[config.mk]
export PLATFORM = sky130hd
export DESIGN_NAME = writeback_regfile
export DESIGN_NICKNAME = d
export VERILOG_FILES = /design/src/rtl/risc_pkg.sv /design/src/rtl/regfile_2r1w.sv /design/src/rtl/writeback_regfile.sv
export SDC_FILE = /design/constraint.sdc
export NUM_CORES = 2
export LEC_CHECK = 0
export CAP_MARGIN = 15
export CORE_ASPECT_RATIO = 1.2
export CORE_UTILIZATION = 65
export DETAILED_ROUTE_END_ITERATION = 7
export HOLD_SLACK_MARGIN = 0.15
export PLACE_DENSITY_LB_ADDON = 0.05
export SLEW_MARGIN = 0
export SYNTH_ARGS = -nofsm -noshare
export SYNTH_HDL_FRONTEND = slang
export SYNTH_SLANG_ARGS = --single-unit
[constraint.sdc]
create_clock -name CLK -period 73.7 [get_ports CLK]
set_input_delay 14.74 -clock CLK [delete_from_list [all_inputs] [get_ports CLK]]
set_output_delay 14.74 -clock CLK [all_outputs]
set_load 0.03 [all_outputs]
[src/rtl/risc_pkg.sv]
// Shared widths, mux-D' select encodings and stall-FSM state type for the RISC pipeline.
package risc_pkg;

    localparam int RISC_DATA_W = 32;
    localparam int RISC_AW     = 5;
    localparam int RISC_CNT_W  = 16;

    typedef enum logic [1:0] {
        MD_FUNC  = 2'b00,
        MD_DATA  = 2'b01,
        MD_NXORV = 2'b10
    } md_sel_t;

    typedef enum logic [0:0] {
        RUN  = 1'b0,
        HOLD = 1'b1
    } stall_state_t;

endpackage

[src/rtl/regfile_2r1w.sv]
// 2**AW x DATA_W register file: two async read ports, one sync write port, R0 hardwired to zero.
module regfile_2r1w #(
    parameter int DATA_W = 32,
    parameter int AW     = 5
) (
    input  logic              i_clk,
    input  logic              i_rst,
    input  logic              i_we,
    input  logic [AW-1:0]     i_wa,
    input  logic [DATA_W-1:0] i_wd,
    input  logic [AW-1:0]     i_ra_a,
    input  logic [AW-1:0]     i_ra_b,
    output logic [DATA_W-1:0] o_rd_a,
    output logic [DATA_W-1:0] o_rd_b
);

    logic [DATA_W-1:0] r_mem [2**AW];

    always_ff @(posedge i_clk or posedge i_rst) begin
        if (i_rst) begin
            r_mem <= '{default: '0};
        end else if (i_we && (i_wa != '0)) begin
            r_mem[i_wa] <= i_wd;
        end
    end

    assign o_rd_a = (i_ra_a == '0) ? '0 : r_mem[i_ra_a];
    assign o_rd_b = (i_ra_b == '0) ? '0 : r_mem[i_ra_b];

endmodule

[src/rtl/writeback_regfile.sv]
// WB pipeline register + register file with write-through reads, EX hazard stall and counters.
// Optional macro FORWARD_EN: adds the EX->DOF bypass and ties STALL low.
module writeback_regfile
    import risc_pkg::*;
#(
    parameter int DATA_W = RISC_DATA_W,
    parameter int AW     = RISC_AW,
    parameter int CNT_W  = RISC_CNT_W
) (
    input  logic              CLK,
    input  logic              reset,
    input  logic              RW_1,
    input  logic [AW-1:0]     DA_1,
    input  logic [DATA_W-1:0] Bus_Dprime,
    input  logic [AW-1:0]     AA,
    input  logic [AW-1:0]     BA,
    output logic [DATA_W-1:0] A_DATA,
    output logic [DATA_W-1:0] B_DATA,
    output logic              STALL,
    output logic              RW_2,
    output logic [AW-1:0]     DA_2,
    output logic [DATA_W-1:0] D_2,
    output logic [CNT_W-1:0]  STALL_CNT,
    output logic [CNT_W-1:0]  RETIRE_CNT
);

    logic              r_rw2;
    logic [AW-1:0]     r_da2;
    logic [DATA_W-1:0] r_d2;
    logic [CNT_W-1:0]  r_stall_cnt;
    logic [CNT_W-1:0]  r_retire_cnt;
    stall_state_t      r_state;
    stall_state_t      w_state_nxt;

    logic                   w_commit;
    logic                   w_stall;
    logic [DATA_W-1:0]      w_rf_a;
    logic [DATA_W-1:0]      w_rf_b;
    logic [1:0][AW-1:0]     w_ra;
    logic [1:0][DATA_W-1:0] w_rf;
    logic [1:0][DATA_W-1:0] w_rd;

    always_ff @(posedge CLK or posedge reset) begin
        if (reset) begin
            r_rw2 <= 1'b0;
            r_da2 <= '0;
            r_d2  <= '0;
        end else begin
            r_rw2 <= RW_1;
            r_da2 <= DA_1;
            r_d2  <= Bus_Dprime;
        end
    end

    assign w_commit = r_rw2 && (r_da2 != '0);

    regfile_2r1w #(
        .DATA_W (DATA_W),
        .AW     (AW)
    ) u_rf (
        .i_clk  (CLK),
        .i_rst  (reset),
        .i_we   (w_commit),
        .i_wa   (r_da2),
        .i_wd   (r_d2),
        .i_ra_a (AA),
        .i_ra_b (BA),
        .o_rd_a (w_rf_a),
        .o_rd_b (w_rf_b)
    );

    assign w_ra = {BA, AA};
    assign w_rf = {w_rf_b, w_rf_a};

    // Read priority: R0, EX bypass (optional), WB write-through, array. Reset forces zero at once.
    always_comb begin
        w_rd = '0;
        for (int p = 0; p < 2; p++) begin
            w_rd[p] = w_rf[p];
            if (reset || (w_ra[p] == '0)) begin
                w_rd[p] = '0;
            end
`ifdef FORWARD_EN
            else if (RW_1 && (DA_1 == w_ra[p])) begin
                w_rd[p] = Bus_Dprime;
            end
`endif
            else if (r_rw2 && (r_da2 == w_ra[p])) begin
                w_rd[p] = r_d2;
            end
        end
    end

    assign A_DATA = w_rd[0];
    assign B_DATA = w_rd[1];

`ifdef FORWARD_EN
    assign w_stall = 1'b0;
`else
    // Without a bypass the EX result is one edge away from write-through; hold DOF for it.
    assign w_stall = !reset && RW_1 && (DA_1 != '0) && ((DA_1 == AA) || (DA_1 == BA));
`endif

    always_ff @(posedge CLK or posedge reset) begin
        if (reset) r_state <= RUN;
        else       r_state <= w_state_nxt;
    end

    always_comb begin
        w_state_nxt = r_state;
        case (r_state)
            RUN:     if (w_stall)  w_state_nxt = HOLD;
            HOLD:    if (!w_stall) w_state_nxt = RUN;
            default: w_state_nxt = RUN;
        endcase
    end

    always_ff @(posedge CLK or posedge reset) begin
        if (reset) begin
            r_stall_cnt  <= '0;
            r_retire_cnt <= '0;
        end else begin
            if (w_stall && (r_stall_cnt != '1)) r_stall_cnt <= r_stall_cnt + CNT_W'(1);
            if (w_commit)                       r_retire_cnt <= r_retire_cnt + CNT_W'(1);
        end
    end

    assign STALL      = w_stall;
    assign RW_2       = r_rw2;
    assign DA_2       = r_da2;
    assign D_2        = r_d2;
    assign STALL_CNT  = r_stall_cnt;
    assign RETIRE_CNT = r_retire_cnt;

endmodule
==> impl_metrics.ini <==
[worst_setup_path]
worstPathRequired_ns = 58.96
startpoint_type = input pin
end_kind = output port
crit_arrival_ns = 19.54
crit_chain = buf_8 -> buf_4 -> buf_12 -> buf_4 -> mux4_2 -> a22oi_1 -> o211ai_1 -> o221a_1 -> clkdlybuf4s50_1
critPathSlowestCell = buf_4
worstPathMaxFanout = 93
worst_path_largest_cell_delay_ns = 0.80
critical_path.most_common_cell = buf_4
path_delay_family = buffers and inverters
path_class = input pin to output port
path_buf_inv = 5

[drt]
via_per_inst = 7.482
firstDrtPassIters = 8
drt_drc_violations_left = 0
wl_mm = 166.6
wire_per_inst_um = 34.17
antenna_left = 0
drtIter0Drc = 3990
vias = 36480

[power]
irDropWorstVdd_v = 0.00002401
total_leakage_power_nw = 27.27
p_per_area_nw_per_um2 = 27.21

[global_routing]
grt_usage = 0.3826
grt-ovfl-total = 0
grt_pass1_vias = 39220
grt_max_degree = 121
antenna_found_initial = 2
grt_pass1_wl_mm = 251.4

[timing]
setup_tns_ns = 0
post-route-min-period_ns = 34.28
fin_skew_ns = 0.02625
worst_slew_pin_slew_ns = 1.177
rsz0062_at_grt = no
whs_ns = 0.3976
hold_viol_final = 0
setup_viol = 0
final.setup.worst_slack_ns = 39.42
period_share = 0.4652
max_freq_mhz = 29.17
drv_slew = 0
max-slew-margin-rel = 0.2154

[final_layout]
multi_input_area_um2 = 28210
finalNonFillerCells = 4876
layout-drive-gt1-share = 0.4983
layout_commonest_cell = dfrtp_1
final_cell_mix = 1094 x dfrtp_1, 991 x mux2_2, 511 x mux4_2
regArea_um2 = 27380
final.fill_count = 5491
nets = 3699
final_area_um2 = 63450
syn_to_final_growth_pct = 10.62

[floorplanning]
die_area_um2 = 89430
initial_core_util = 0.6606
core_area_um2 = 86810
ios = 185
die_height_um = 327.4
fp-row-count = 118
dieWidth_um = 273.2

[cts]
cts-resized-gates = 0
cts_htree_levels = 3
clk_latency_ns = 0.70
clk_path_buf_depth = 3
cts_tree = yes
clk_pin_slew_ns = 0.06
post-cts-setup-buffer-count = 0
cts_hold_buf = 0
cts_buffers = 111
cts_sinks = 1094
cts_root_buf = clkbuf_16

[logic_synthesis]
synth_top_area_cell = dfrtp_1
synth_seq_area_share = 0.4773
synth_edf_count = 0
yosys.cell_types.count = 54
syn_nets = 3734
ys_ff_latch = 1094
syn_avg_cell_area_um2 = 15.58
synth_area_leaders = dfrtp_1 48%, mux4_2 20%, mux2_2 19%
syn_area_um2 = 57350
synth_cells = 3682
async_flop_share = 1.000
yosysTopAreaCellShare = 0.4773
synth-main-ff-cell = dfrtp_1
ys_warn_count = 0

[run_status]
status = complete, no violations

[placement]
place_ws_ns = 39.26
placed_area_um2 = 59590
routabilityCongestion = 0.8227
dp_hpwl_mm = 94.70
port_buffers = 184
dp.cells = 4669

[hold_path]
hold_class = flip-flop to flip-flop

[run]
cap_violations = 0
[area by class of cell]
type | count | share of cell area
clock inverter | 36 | 0.005542
timing repair buffer | 274 | 0.04228
tap | 1140 | 0.02248
sequential | 1094 | 0.4315
antenna | 1 | 0.00003944
multi-input combinational | 2160 | 0.4446
inverter | 6 | 0.0004733
clock buffer | 165 | 0.05305
[final timing paths]
path,startpoint,end,slack (ns),cells after the start
max in group asynchronous,reset,u_rf.r_mem[688]$_DFFE_PP0P_,55.72,5
worst min-delay path,u_rf.r_mem[1002]$_DFFE_PP0P_,u_rf.r_mem[1002]$_DFFE_PP0P_,0.40,0
worst min register to register,u_rf.r_mem[1002]$_DFFE_PP0P_,u_rf.r_mem[1002]$_DFFE_PP0P_,0.40,0
worst max register to register,DA_2[2]$_DFF_PP0_,u_rf.r_mem[569]$_DFFE_PP0P_,70.51,4
worst max-delay path,BA[0],B_DATA[0],39.42,9
min in group asynchronous,reset,D_2[24]$_DFF_PP0_,14.75,2
[state kept, by name (all words and copies together) (netlist names)]
signal and count:
DA_2 5, RETIRE_CNT 16, D_2 32, RW_2 1
STALL_CNT 16, u_rf.r_mem 1024
[layer usage]
metal,global-route usage,part of all wire
met2,0.5965,0.48
met3,0.08584,0.093
met4,0.1742,0.046
met5,0,0.000066
met1,0.5189,0.38
[where the power goes]
| group | total (mW) | switching [mW] | internal, mW |
|---|---|---|---|
| combinational | 0.352 | 0.141 | 0.212 |
| sequential | 0.799 | 0.0898 | 0.709 |
| clock | 0.575 | 0.240 | 0.335 |
[logic make-up (layout without fill, tap and decap cells)]
| kind of cell | Yosys count | in the layout | share of synthesized area |
|---|---|---|---|
| other | 0 | 1 | 0 |
| XOR/XNOR | 49 | 49 | 0.007483 |
| multiplexers | 1693 | 1693 | 0.4286 |
| flip-flops | 1094 | 1094 | 0.4773 |
| adder cells (fa/ha/maj) | 2 | 2 | 0.0004362 |
| AO/OA/AOI/OAI | 261 | 261 | 0.03689 |
| AND/OR/NAND/NOR | 155 | 155 | 0.01484 |
| buffers and inverters | 428 | 481 | 0.03438 |
[cells in the mapped netlist (34+ instances only)]
library cell	number
dfrtp_1	1094
mux2_2	991
mux4_2	511
clkbuf_1	214
mux2i_1	188
buf_2	130
o22ai_1	62
a22oi_1	60
o211ai_1	60
buf_1	46
nand2_1	34
[stage by stage]
step / utilization / power [mW]
after global routing: 0.7308 / 1.789
after floorplan: - / 1.055
after CTS: 0.7292 / 1.728
final: 0.7308 / 1.726
after global placement: 0.6864 / 1.126
after detailed placement: 0.6864 / 1.155
[worst register-to-register path: stages (launching register included)]
cell and delay [ns]:
dfrtp_1 0.77, nand3b_1 0.45, nor2_4 0.78, buf_4 0.61
mux2_2 0.45
No activity file was read; power rests on OpenSTA's default activity.
